===== src/rtl/mtr_pwm_drv.sv =====
// mtr_pwm_drv: dual-channel motor PWM stage with dead-time insertion.
// Signed 11-bit wheel speeds are offset to unsigned duty values. The duty is
// latched once per 2048-clock period and compared against a shared free-running
// timebase. Each channel drives a complementary PWM pair with a dead window.
// Optional feature: define PWM_SYNC_EN to add the pwm_sync period-start strobe.
module mtr_pwm_drv #(
    parameter int DEAD_CYC = 32
) (
    input  logic        clk,
    input  logic        rst_n,
    input  logic [10:0] lft_spd,
    input  logic [10:0] rght_spd,
    output logic        lftPWM1,
    output logic        lftPWM2,
    output logic        rghtPWM1,
    output logic        rghtPWM2
`ifdef PWM_SYNC_EN
    ,
    output logic        pwm_sync
`endif
);

    localparam logic [5:0]  DEAD_LOAD = 6'(DEAD_CYC);
    localparam logic [10:0] CNT_LAST  = 11'h7FF;
    localparam logic [10:0] DUTY_ZERO = 11'h400;

    logic [10:0] cnt_q;
    logic [10:0] cnt_d;
    logic [1:0]  pwm1_w;
    logic [1:0]  pwm2_w;

    // Shared timebase simply wraps every 2048 clocks.
    always_comb begin
        cnt_d = cnt_q + 11'd1;
    end

    // Timebase register.
    always_ff @(posedge clk or negedge rst_n) begin
        if (!rst_n) begin
            cnt_q <= 11'd0;
        end else begin
            cnt_q <= cnt_d;
        end
    end

    genvar gi;
    generate
        for (gi = 0; gi < 2; gi++) begin : g_chan
            logic [10:0] spd_w;
            logic [10:0] duty_q, duty_d;
            logic        raw_q, raw_d;
            logic [5:0]  dead_q, dead_d;
            logic        pwm1_q, pwm1_d;
            logic        pwm2_q, pwm2_d;

            assign spd_w = (gi == 0) ? lft_spd : rght_spd;

            // Duty latch, raw compare and dead-time window for this channel.
            always_comb begin
                // Offsetting by 0x400 is the same as flipping the sign bit.
                duty_d = (cnt_q == CNT_LAST) ? {~spd_w[10], spd_w[9:0]} : duty_q;
                raw_d  = (cnt_q < duty_q);
                dead_d = dead_q;
                pwm1_d = 1'b0;
                pwm2_d = 1'b0;
                if (raw_d != raw_q) begin
                    // Any raw edge (re)opens the window; both sides go low now.
                    dead_d = DEAD_LOAD;
                end else if (dead_q != 6'd0) begin
                    dead_d = dead_q - 6'd1;
                end else begin
                    pwm1_d = raw_q;
                    pwm2_d = ~raw_q;
                end
            end

            // Per-channel state; reset parks both drives low at zero speed.
            always_ff @(posedge clk or negedge rst_n) begin
                if (!rst_n) begin
                    duty_q <= DUTY_ZERO;
                    raw_q  <= 1'b0;
                    dead_q <= 6'd0;
                    pwm1_q <= 1'b0;
                    pwm2_q <= 1'b0;
                end else begin
                    duty_q <= duty_d;
                    raw_q  <= raw_d;
                    dead_q <= dead_d;
                    pwm1_q <= pwm1_d;
                    pwm2_q <= pwm2_d;
                end
            end

            assign pwm1_w[gi] = pwm1_q;
            assign pwm2_w[gi] = pwm2_q;
        end
    endgenerate

    assign lftPWM1  = pwm1_w[0];
    assign lftPWM2  = pwm2_w[0];
    assign rghtPWM1 = pwm1_w[1];
    assign rghtPWM2 = pwm2_w[1];

`ifdef PWM_SYNC_EN
    logic pwm_sync_q;
    logic pwm_sync_d;

    // Strobe lands in the cycle where the counter reads zero after a wrap.
    always_comb begin
        pwm_sync_d = (cnt_q == CNT_LAST);
    end

    // Registered strobe so it is clean for the upstream consumer.
    always_ff @(posedge clk or negedge rst_n) begin
        if (!rst_n) begin
            pwm_sync_q <= 1'b0;
        end else begin
            pwm_sync_q <= pwm_sync_d;
        end
    end

    assign pwm_sync = pwm_sync_q;
`endif

endmodule


===== config.mk =====
export PLATFORM = sky130hd
export DESIGN_NAME = mtr_pwm_drv
export DESIGN_NICKNAME = d
export VERILOG_FILES = /design/src/rtl/mtr_pwm_drv.sv
export SDC_FILE = /design/constraint.sdc
export NUM_CORES = 1
export LEC_CHECK = 0
export BUFFER_PORTS_ARGS = -buffer_cell sky130_fd_sc_hd__buf_4
export CAP_MARGIN = 30
export CORE_UTILIZATION = 30
export CTS_CLUSTER_SIZE = 12
export DETAILED_ROUTE_END_ITERATION = 8
export PLACE_DENSITY = 0.48
export SYNTH_ARGS = -nofsm -noshare
export SYNTH_HDL_FRONTEND = slang
export SYNTH_SLANG_ARGS = --single-unit

===== constraint.sdc =====
create_clock -name clk -period 4.9 [get_ports clk]
set_clock_uncertainty 0.05 [all_clocks]
set_input_delay 0.98 -clock clk [delete_from_list [all_inputs] [get_ports clk]]
set_output_delay 0.98 -clock clk [all_outputs]
set_load 0.02 [all_outputs]

; ---- Word level (Yosys, flattened, before mapping)
; Index checks and enable logic that the tools add are counted.
[word_totals]
register_bits = 51
in_bits = 24
output_inout_bits = 4
elab_cells = 39
[classes]
n_addsub = 3
magnitude_cmp = 2
n_eq_ne = 3
mux = 12
bitwise_logic = 4
reduce_logical = 4
[ops]
columns = op, n
row1 = $mux W6, 4
row2 = $lt A11 B11 Y1, 2
row3 = $reduce_bool A6 Y1, 2
row4 = $sub A6 B1 Y6 const B, 2
row5 = $add A11 B1 Y11 const B, 1
row6 = $eq A11 B11 Y1 const B, 1
row7 = $mux W1, 8
row8 = $not A1 Y1, 4
row9 = $reduce_bool A2 Y1, 2
row10 = $ne A1 B1 Y1, 2

; ---- Logic depth before layout (Yosys ltp)
; Gate-level depths: netlist (run 1).
[logic_depth]
word_depth = 3
depth_mapped = 8
mapped_depth_nobuf = 7

; ---- Least setup slack after synthesis (run 1)
; No wires, ideal clock.
[synth_path]
kind = reg-to-reg
start = reg cnt_q[2]
end = reg g_chan[0].dead_q[4]
setup_time_ps = 120
t_arrival_ps = 1761
required_ps = 4730
setup_slack_ps = 2969
stages_incl_launch_ff = 7
n_path_buf = 0
synth_period_minus_slack_ps = 1931
cell_sequence = dfrtp_1 -> ha_1 -> a21o_1 -> a31oi_1 -> o41ai_2 -> or3_1 -> and3b_1
[synth_via]
elab_chain_len = 3
[synth_lines]
columns = element, line_no
row1 = start: declaration, 27  ; logic [10:0] cnt_q;
row2 = start signal: assignment, 42  ; cnt_q <= cnt_d;
row3 = $lt A11 B11 Y1 (*), 62  ; raw_d = (cnt_q < duty_q);
row4 = $ne A1 B1 Y1 (*), 66  ; if (raw_d != raw_q) begin
row5 = $mux W6 or $reduce_bool A2 Y1 (tied branches), n/a
row6 = end signal: assignment, 82  ; dead_q <= 6'd0;
row7 = end signal: assignment, 88  ; dead_q <= dead_d;
row8 = end: declaration, 52  ; logic [5:0] dead_q, dead_d;
; Every way passes the cells marked *; elsewhere a longest branch is shown, timed or not.
; A chain may end at the register's enable or synchronous reset.

; ---- Worst setup path after layout (run 1)
; Ends and elaborated chain as after synthesis.

==> summary.md, run 1 <==
| Metric | Value |
|---|---|
| Post-DRT Antenna Nets | `0` |
| Sequential area share after synthesis | `between 40% and 50%` |
| # diodes | `0` |
| Worst min path class | `reg -> reg` |
| Final Critical Period | `2170 ps` |
| I/O Buffers | `27` |
| CTS Buf Count | `5` |
| Syn_area_per_cell | `10.1 sq um` |
| Via count of the first global-routing pass | `1856` |
| CORE AREA | `8300 sq um` |
| Die Span X | `95.0 um` |
| Reg clk slew, reported paths | `100 ps` |
| Initial DRC count | `47` |
| Synth area leaders | `dfrtp_1 (47%), ha_1 (11%), nand2_1 (4.5%)` |
| EDFF count, synth | `0` |
| Max Root-Sink Buffers | `2` |
| Syn_nets | `303` |
| Reg2reg end | `g_chan[0].dead_q[4]` |
| # H-tree levels | `2` |
| Post-Place Worst Slack | `2710 ps` |
| Routed WL | `between 4000 and 5000 um` |
| Sinks on Clock Net | `51` |
| Peak VDD IR | `0.105 mV` |
| Worst Setup EP | `g_chan[0].dead_q[4]` |
| Final setup TNS | `0 ps` |
| Root buf cell | `clkbuf_8` |
| Cells on worst reg2reg path | `6` |
| Post-synthesis cell area | `2590 sq um` |
| Post-synth top flop | `dfrtp_1` |
| RSZ-0062 raised after global routing | `false` |
| Post-synth top cells | `dfrtp_1 (49), nand2_1 (31), inv_1 (26), ha_1 (23), o21ai_0 (23)` |
| Final Cycle Share | `44.2%` |
| First-pass GRT wire length | `8610 um` |
| Hold buffers post-CTS | `0` |
| Ys Warns | `0` |
| Flops & latches, synth | `51` |
| R2R Path Start | `cnt_q[2]` |
| Largest net degree at the start of global routing | `52` |
| Antenna violations before repair | `0` |
| Critical Path AT | `2320 ps` |
| Status | `finished, final reports clean` |
| Worst hold start | `g_chan[0].raw_q` |
| Synth cell types | `41` |
| Layout Nets | `333` |
| # rows | `33` |
| Power Density | `245 nW/um^2` |
| Top cell type's share of synthesized area | `between 40% and 50%` |
| Cell taking the most area after synthesis | `dfrtp_1` |
| Die ar. | `~9000 sq um` |
| Final setup margin | `2730 ps` |
| Io pins | `28` |
| All-Layer GR Usage | `between 10% and 20%` |
| Initial Util | `31.3%` |
| Fillers | `around 870` |
| Layout cells sized above 1 | `15.7%` |
| Placement Cell Area | `about 2900 sq um` |
| Count leader, synth | `dfrtp_1` |
| Crit end category | `flop` |
| Maxcap violations | `0` |
| Area growth from synthesis to layout | `15.9%` |
| Worst-Skew Late Latency | `300 ps` |
| Vias | `1805` |
| Final Hold Fails | `0` |
| R2R setup slack | `2730 ps` |
| First drt pass iteration count | `4` |
| Slew Limit Fails | `0` |
| Vias per cell | `4.60` |
| HPWL after detailed placement | `3630 um` |
| Worst Setup Start Kind | `flop` |
| Gr ovfl total | `0` |
| Worst slew margin | `between 50 and 60%` |
| Cell count after synthesis | `~260` |
| Setup crit start | `cnt_q[2]` |
| Worst Path Max Fanout | `7` |
| DRC viols | `0` |
| Design Area, Final | `between 3000 and 4000 sq um` |
| Final Wtd Congestion | `0.719` |
| Synth async-reset ratio | `100%` |
| Final setup violation count | `0` |
| Required @ worst endpoint | `5050 ps` |
| Fmax | `461 MHz` |
| Average wire per standard cell | `12.6 um` |
| Die Y | `between 90 and 100 um` |
| CTS tree | `yes` |
| Slew @ Worst Pin | `around 670 ps` |
| Post-cts repair resize count | `0` |
| Worst Setup Path Type | `reg -> reg` |
| Lkg Pwr | `approximately 0.0015 uW` |
| Setup Buffers After CTS | `0` |
## logic make-up (layout without fill, tap and decap cells)
kind of cell    Yosys count  after routing  synth area share, %
flops                    51             51                 49.3
xor+xnor                 11             11                 3.71
fa+ha+maj                23             23                 11.1
buf+inv                  31             62                 5.16
simple gates             87             87                 17.7
mux                       3              3                 1.25
compound gates           50             50                 11.8
## per-layer routing
layer | global-route usage (%) | vias to the layer above | part of all wire (%)
met2 | 21.9 | 21 | 48
met3 | 2.98 | 6 | 2.9
li1 | - | 936 | -
met4 | 4.17 | 0 | 1.5
met5 | 0 | - | 0
met1 | 15.3 | 842 | 48
## power by group
| part | internal, uW | leakage (uW) | total [uW] | switching [uW] |
|---|---|---|---|---|
| combinational | 11.6 | 0.000918 | 22.6 | 11.0 |
| clock | 153 | 0.0000524 | 293 | 140 |
| sequential | 421 | 0.000576 | 421 | 0 |
## area by class of cell
type | instances | area (sq um) | area share (%)
inverter | 26 | 97.6 | 3.25
clock inverter | 1 | 30.0 | 0.999
clock buffer | 7 | 76.3 | 2.54
timing repair buffer | 28 | 210 | 6.99
multi-input combinational | 174 | 1180 | 39.3
tap | 105 | 131 | 4.37
sequential | 51 | 1280 | 42.5
## worst max-delay path, cell delays in order (launching register included)
cell and delay (ps):
dfrtp_1 470, ha_1 340, a21o_1 180, a31oi_1 200, o41ai_2 140, or3_1 460, and3b_1 220
## layout by cell type, fill, tap and decap left out, types with 2 or more instances in the layout
cell / instances
nand3_1: 4
dfstp_2: 2
xor2_1: 3
nand2b_1: 5
o21ai_0: 23
or4_1: 2
dfrtp_1: 49
nor3b_1: 2
and3_1: 9
nor3_1: 3
o21a_1: 4
clkbuf_1: 2
a21oi_1: 12
clkbuf_8: 5
nor2_1: 10
buf_4: 28
mux2_2: 2
ha_1: 23
o21ai_1: 2
xnor2_1: 8
inv_1: 26
and3b_1: 2
nand4_1: 6
or2_2: 2
a21o_1: 2
o41ai_2: 2
nand2_1: 31
or3_1: 3
a31oi_1: 2
## worst min-delay path by stage
stage	to	slack, ps	cells after the start
floorplan	lftPWM2	390	1
CTS	lftPWM2	440	1
global route	lftPWM2	460	1
finish	lftPWM2	430	1
global placement	lftPWM2	420	1
detailed placement	lftPWM2	420	1
## through the flow
stage	utilization [%]	power (uW)	hold WS, ps	instances
finish	36.2	736	433	392
global route	36.2	771	463	392
CTS	36.2	752	437	392
detailed placement	34.9	453	424	384
global placement	34.9	453	417	384
floorplan	-	429	385	256
## state kept, by name (all words and copies together) (netlist names)
signal and cells:
rghtPWM1 1, rghtPWM2 1, cnt_q 11, g_chan.duty_q 22, lftPWM1 1, lftPWM2 1, g_chan.dead_q 12, g_chan.raw_q 2
Note: power is estimated with default switching activity, not from simulation.
==> run 2: changes to the inputs <==
==> constraint.sdc (replaced) <==
create_clock -name clk -period 2 [get_ports clk]
set_clock_uncertainty 0.05 [all_clocks]
set_input_delay 0.4 -clock clk [delete_from_list [all_inputs] [get_ports clk]]
set_output_delay 0.4 -clock clk [all_outputs]
set_load 0.02 [all_outputs]
==> run 2 against run 1 <==
Register-to-register slack got worse by 2700 ps. Wire length rose by 3.9%. Final cell count rose by 3.3%. Critical endpoint is now g_chan[1].dead_q[4]. Hold slack got worse by 370 ps. Global-route usage fell by 0.055 points. Sequential power rose by 140%. Largest power group unchanged. Die area did not move. Critical path depth did not move. Combinational power rose by 140%.
==> summary.md, run 2 (synthesized netlist as in run 1, its figures left out) <==
| Metric | Value |
|---|---|
| Status | `finished, final reports clean (unchanged)` |
| I/O Buffers | `27 (unchanged)` |
| Die ar. | `9030 sq um (unchanged)` |
| # H-tree levels | `2 (unchanged)` |
| Max reg flops | `22 (unchanged)` |
| CTS tree | `yes (unchanged)` |
| All-Layer GR Usage | `12.6% (about the same)` |
| Worst slew margin | `55.4% (was 55.1%)` |
| Largest net degree at the start of global routing | `52 (unchanged)` |
| Final Wtd Congestion | `0.751 (was 0.719)` |
| Cells on worst reg2reg path | `6 (unchanged)` |
| Vias | `1871 (was 1805)` |
| First drt pass iteration count | `4 (unchanged)` |
| Required @ worst endpoint | `2150 ps (was 5050 ps)` |
| Fmax | `510 MHz (was 461 MHz)` |
| Critical Path Slowest Stage Cell | `dfrtp_2 (was dfrtp_1)` |
| Area growth from synthesis to layout | `27.0% (was 15.9%)` |
| Root buf cell | `clkbuf_8 (unchanged)` |
| RSZ-0062 raised after global routing | `true (was false)` |
| Worst-Skew Late Latency | `300 ps (about the same)` |
| Slew Limit Fails | `0 (unchanged)` |
| Initial DRC count | `54 (was 47)` |
| Crit path largest cell delay | `470 ps (about the same)` |
| Worst Setup Path Type | `reg -> reg (unchanged)` |
| Final core occ | `39.7% (was 36.2%)` |
| Commonest non-fill, non-tap cell in the layout | `dfrtp_1 (unchanged)` |
| # diodes | `0 (unchanged)` |
| Maxcap violations | `0 (unchanged)` |
| Top Family by Delay on Critical Path | `simple AND/OR/NAND/NOR gates (unchanged)` |
| CORE AREA | `8300 sq um (unchanged)` |
| HPWL after detailed placement | `3730 um (was 3630 um)` |
| Die Span X | `95.0 um (unchanged)` |
| First-pass GRT wire length | `8590 um (was 8610 um)` |
| CTS Buf Count | `5 (unchanged)` |
| # rows | `33 (unchanged)` |
| Via count of the first global-routing pass | `1847 (was 1856)` |
| Most frequent cells in the layout | `dfrtp_1 (46), buf_4 (39), nand2_1 (31) (was dfrtp_1 (49), nand2_1 (31), buf_4 (28))` |
| Average wire per standard cell | `12.6 um (about the same)` |
| Critical-path cell list | `ha_4 > a21o_1 > a31oi_4 > o41ai_4 > or3_4 > and3b_1 (was ha_1 > a21o_1 > a31oi_1 > o41ai_2 > or3_1 > and3b_1)` |
| Placement Cell Area | `2970 sq um (was 2900 sq um)` |
| Reg clk slew, reported paths | `90 ps (was 100 ps)` |
| Peak VDD IR | `0.293 mV (was 0.105 mV)` |
| R2R Path Start | `cnt_q[2] (unchanged)` |
| Critical path buffers and inverters | `0 (unchanged)` |
| Final Hold Fails | `0 (unchanged)` |
| Final setup violation count | `0 (unchanged)` |
| Power Density | `554 nW/um^2 (was 245 nW/um^2)` |
| Reg2reg end | `g_chan[1].dead_q[4] (was g_chan[0].dead_q[4])` |
| Top Registers | `g_chan.duty_q: 22 flops, g_chan.dead_q: 12 flops, cnt_q: 11 flops (unchanged)` |
| Slew @ Worst Pin | `670 ps (was 673 ps)` |
| Antenna violations before repair | `0 (unchanged)` |
| Layout cells sized above 1 | `29.0% (was 15.7%)` |
| Max Root-Sink Buffers | `2 (unchanged)` |
| Routed WL | `5120 um (was 4930 um)` |
| Most flops, register | `g_chan.duty_q (unchanged)` |
| Vias per cell | `4.62 (was 4.60)` |
| Worst Path Max Fanout | `6 (was 7)` |
| Lkg Pwr | `0.00166 uW (was 0.00155 uW)` |
| R2R setup slack | `40 ps (was 2730 ps)` |
| Io pins | `28 (unchanged)` |
| Post-Place Worst Slack | `-130 ps (was 2710 ps)` |
| Final setup margin | `39.0 ps (was 2730 ps)` |
| Design Area, Final | `3300 sq um (was 3010 sq um)` |
| Gr ovfl total | `0 (unchanged)` |
| Die Y | `95.0 um (unchanged)` |
| DRC viols | `0 (unchanged)` |
| Final Critical Period | `1960 ps (was 2170 ps)` |
| Final Cycle Share | `98.0% (was 44.2%)` |
| Worst Setup Start Kind | `flop (unchanged)` |
| Sinks on Clock Net | `51 (unchanged)` |
| Post-DRT Antenna Nets | `0 (unchanged)` |
| Crit end category | `flop (unchanged)` |
| Worst min path class | `in -> async (was reg -> reg)` |
| Final setup TNS | `0 ps (unchanged)` |
| Initial Util | `31.3% (unchanged)` |
| Layout Nets | `346 (was 333)` |
| Critical Path AT | `2110 ps (was 2320 ps)` |
==> run 2: cell count changes in the layout (fill, tap and decap cells not counted), moves of 3 or more <==
cell | previous run | this run
ha_4 | 0 | 5
inv_1 | 26 | 23
a21oi_2 | 0 | 4
and3_1 | 9 | 5
dfrtp_1 | 49 | 46
dfrtp_2 | 0 | 3
and3_4 | 0 | 4
ha_1 | 23 | 18
inv_2 | 0 | 3
buf_4 | 28 | 39
a21oi_1 | 12 | 8
==> run 2: worst max path at each step <==
stage	from	endpoint	slack, ps	cells after the start
2_1_floorplan	cnt_q[2]	g_chan[0].dead_q[4]	70	6
6_report	cnt_q[2]	g_chan[1].dead_q[4]	40	6
4_1_cts	cnt_q[1]	g_chan[0].duty_q[10]	1	7
3_5_place_dp	g_chan[1].duty_q[10]	g_chan[1].dead_q[4]	-130	6
3_3_place_gp	g_chan[1].duty_q[10]	g_chan[1].dead_q[4]	-60	6
5_1_grt	cnt_q[8]	g_chan[1].dead_q[4]	-40	6
==> run 2: area by class of cell <==
cell class	count	area, sq um
fill	837	5000
multi-input combinational	174	1350
sequential	51	1280
timing repair buffer	41	315
tap	105	131
inverter	26	97.6
clock buffer	6	82.6
clock inverter	2	35.0
==> run 2: repair_timing <==
| item | in CTS | in global routing |
|---|---|---|
| hold buffers | 0 | 0 |
| resized for setup | 17 | 16 |
| setup endpoints to repair | 13 | 38 |
| setup buffers | 1 | 3 |
| pin swaps | 3 | 9 |
==> run 2: metrics by stage <==
| step | hold slack [ps] | power, uW | instances |
|---|---|---|---|
| after CTS | 97.5 | 1870 | 402 |
| after global routing | 113 | 1910 | 405 |
| final | 65.3 | 1830 | 405 |
| after global placement | 432 | 1110 | 393 |
| after detailed placement | 433 | 1110 | 393 |
| after floorplan | 54.4 | 1050 | 256 |
==> run 2: where the power goes <==
group | switching (uW) | internal [uW]
sequential | 0 | 1030
clock | 338 | 405
combinational | 26.1 | 28.3
total | 364 | 1460
==> run 2: metal layers <==
metal | track usage [%] | vias up | part of all wire [%]
met5 | 0 | - | 0
met3 | 2.98 | 5 | 2.5
met4 | 4.17 | 0 | 1.3
met2 | 20.1 | 20 | 45
met1 | 16.6 | 881 | 51
li1 | - | 965 | -
==> run 3: changes to the inputs <==
--- a/config.mk
+++ b/config.mk
@@ -10,7 +10,7 @@
 export CORE_UTILIZATION = 30
 export CTS_CLUSTER_SIZE = 12
 export DETAILED_ROUTE_END_ITERATION = 8
-export PLACE_DENSITY = 0.48
+export PLACE_DENSITY = 0.5
 export SYNTH_ARGS = -nofsm -noshare
 export SYNTH_HDL_FRONTEND = slang
 export SYNTH_SLANG_ARGS = --single-unit
==> constraint.sdc (replaced) <==
create_clock -name clk -period 1.7 [get_ports clk]
set_clock_uncertainty 0.05 [all_clocks]
set_input_delay 0.34 -clock clk [delete_from_list [all_inputs] [get_ports clk]]
set_output_delay 0.34 -clock clk [all_outputs]
set_load 0.02 [all_outputs]
==> run 3 against run 2 <==
The flow now finishes with violations (negative setup slack). Sequential cell count did not move. Clock-buffer cell count is 1 higher. Wire length rose by 4.9%. Final cell count rose by 7.7%. Hold slack worse by 56 ps. Global-route usage increased by 1.1 points. First-iteration DRC count is 30% lower. Final area grew 14%.
==> summary.md, run 3 (synthesized netlist as in run 1, its figures left out) <==
| Metric | Value |
|---|---|
| CORE AREA | `8300 sq um (unchanged)` |
| Sinks on Clock Net | `51 (unchanged)` |
| Peak VDD IR | `0.296 mV (was 0.293 mV)` |
| Antenna violations before repair | `0 (unchanged)` |
| Worst slew margin | `57.0% (was 55.4%)` |
| Final Hold Fails | `0 (unchanged)` |
| Maxcap violations | `0 (unchanged)` |
| Area growth from synthesis to layout | `44.9% (was 27.0%)` |
| # diodes | `0 (unchanged)` |
| Commonest non-fill, non-tap cell in the layout | `buf_4 (was dfrtp_1)` |
| Failing checks | `negative setup slack` |
| Fmax | `513 MHz (was 510 MHz)` |
| Critical Path AT | `2100 ps (was 2110 ps)` |
| Root buf cell | `clkbuf_8 (unchanged)` |
| Top Family by Delay on Critical Path | `simple AND/OR/NAND/NOR gates (unchanged)` |
| Worst min path class | `in -> async (unchanged)` |
| Top Registers | `g_chan.duty_q: 22 flops, g_chan.dead_q: 12 flops, cnt_q: 11 flops (unchanged)` |
| Met3 usage | `2.98% (unchanged)` |
| Sequential Area | `1280 sq um (unchanged)` |
| Most flops, register | `g_chan.duty_q (unchanged)` |
| Busiest grt layer | `met2 (unchanged)` |
| Worst Setup Path Type | `reg -> reg (unchanged)` |
| Final setup violation count | `36 (was 0)` |
| Worst path depth | `7 (was 6)` |
| Worst-Skew Late Latency | `300 ps (about the same)` |
| Final Cycle Share | `115% (was 98.0%)` |
| Status | `finished with violations (was finished, final reports clean)` |
| # rows | `33 (unchanged)` |
| Die Span X | `95.0 um (unchanged)` |
| Final setup margin | `-250 ps (was 39.0 ps)` |
| Non-Filler Instances | `436 (was 405)` |
| Final Critical Period | `1950 ps (was 1960 ps)` |
| DRC viols | `0 (unchanged)` |
| Worst Setup Start Kind | `flop (unchanged)` |
| Largest net degree at the start of global routing | `52 (unchanged)` |
| Gr ovfl total | `0 (unchanged)` |
| HPWL after detailed placement | `3790 um (was 3730 um)` |
| Critical Path Slowest Stage Cell | `dfstp_2 (was dfrtp_2)` |
| Layout Nets | `377 (was 346)` |
| Met2 usage | `22.3% (was 20.1%)` |
| Max Root-Sink Buffers | `2 (unchanged)` |
| Crit end category | `flop (unchanged)` |
| R2R setup slack | `-250 ps (was 40 ps)` |
| CTS tree | `yes (unchanged)` |
| Critical-path cell list | `inv_2 > ha_4 > a21oi_2 > o21a_1 > o41ai_4 > or3_4 > and3_4 (was ha_4 > a21o_1 > a31oi_4 > o41ai_4 > or3_4 > and3b_1)` |
| First drt pass iteration count | `4 (unchanged)` |
| Critical path buffers and inverters | `1 (was 0)` |
| Met1 Use GR | `17.9% (was 16.6%)` |
| Slew @ Worst Pin | `645 ps (was 670 ps)` |
| Crit path largest cell delay | `550 ps (was 470 ps)` |
| Power Density | `560 nW/um^2 (was 554 nW/um^2)` |
| RSZ-0062 raised after global routing | `true (unchanged)` |
| Via count of the first global-routing pass | `2052 (was 1847)` |
| Post-DRT Antenna Nets | `0 (unchanged)` |
| Die Y | `95.0 um (unchanged)` |
| Die ar. | `9030 sq um (unchanged)` |
| Final core occ | `45.3% (was 39.7%)` |
| Reg clk slew, reported paths | `90 ps (about the same)` |
| Area occupied by multi-input gates | `1500 sq um (was 1350 sq um)` |
| Average wire per standard cell | `12.3 um (was 12.6 um)` |
| First-pass GRT wire length | `9460 um (was 8590 um)` |
| Layout cells sized above 1 | `44.4% (was 29.0%)` |
| Cells on worst reg2reg path | `7 (was 6)` |
| R2R Path Start | `g_chan[0].duty_q[10] (was cnt_q[2])` |
| Fillers | `783 (was 837)` |
| # H-tree levels | `2 (unchanged)` |
| Slew Limit Fails | `0 (unchanged)` |
| Routed WL | `5370 um (was 5120 um)` |
| Worst Path Max Fanout | `6 (unchanged)` |
| Initial DRC count | `38 (was 54)` |
| Vias | `1989 (was 1871)` |
| Lkg Pwr | `0.00193 uW (was 0.00166 uW)` |
| All-Layer GR Usage | `13.7% (was 12.6%)` |
| CTS Buf Count | `5 (unchanged)` |
| Hold buffers post-CTS | `0 (unchanged)` |
| Vias per cell | `4.56 (was 4.62)` |
| Placed Cells incl. Taps | `418 (was 393)` |
| I/O Buffers | `27 (unchanged)` |
| Required @ worst endpoint | `1850 ps (was 2150 ps)` |
| Max reg flops | `22 (unchanged)` |
| Initial Util | `31.3% (unchanged)` |
| Most frequent cells in the layout | `buf_4 (60), dfrtp_1 (46), inv_1 (23) (was dfrtp_1 (46), buf_4 (39), nand2_1 (31))` |
| Final Wtd Congestion | `0.759 (was 0.751)` |
| Setup crit start | `g_chan[0].duty_q[10] (was cnt_q[2])` |
| Total power | `2100 uW (was 1830 uW)` |
| Io pins | `28 (unchanged)` |
-- run 3: worst register-to-register path, cell delays in order, from the launching register on --
cell and delay (ps):
dfstp_2 550, inv_2 40, ha_4 210, a21oi_2 120
o21a_1 180, o41ai_4 110, or3_4 410, and3_4 180
-- run 3: what timing repair did --
action / CTS / global route
cloned: 4 / 0
resized for setup: 67 / 30
buffers inserted: 6 / 5
setup endpoints to repair: 39 / 40
pin swaps: 26 / 8
-- run 3: path summary, 6_finish.rpt --
| path | to |
|---|---|
| max | g_chan[0].dead_q[1] |
| min | lftPWM2 |
| max reg2reg | g_chan[0].dead_q[1] |
| min reg2reg | g_chan[1].duty_q[10] |
| max in group asynchronous | cnt_q[5] |
| min in group clk | g_chan[1].duty_q[10] |
-- run 3: routing by layer --
metal / vias up / wire [um]
met3: 6 / 159
met2: 22 / 2580
li1: 1027 / -
met4: 0 / 81
met1: 934 / 2550
met5: - / 0
-- run 3: area by class of cell --
cell class                 count  area share [%]
inverter                      26            2.60
tap                          105            3.49
sequential                    51            34.1
clock inverter                 1           0.799
clock buffer                   7            2.03
timing repair buffer          72            17.0
multi-input combinational    174            39.9
-- run 3: power by group --
group	switching (uW)	internal, uW
logic	35.9	33.5
registers	0	1210
clock network	382	441
total	418	1690
-- run 3: metrics by stage --
step / setup slack (ps) / TNS [ps] / instance area, sq um / hold slack (ps)
6_report: -250 / -4020 / 3760 / 9.10
5_1_grt: -311 / -6840 / 3760 / 54.1
4_1_cts: -246 / -5470 / 3700 / 29.7
3_5_place_dp: -345 / -5550 / 3220 / 372
3_3_place_gp: -291 / -4610 / 3220 / 375
2_1_floorplan: -166 / -1650 / 2640 / -5.59
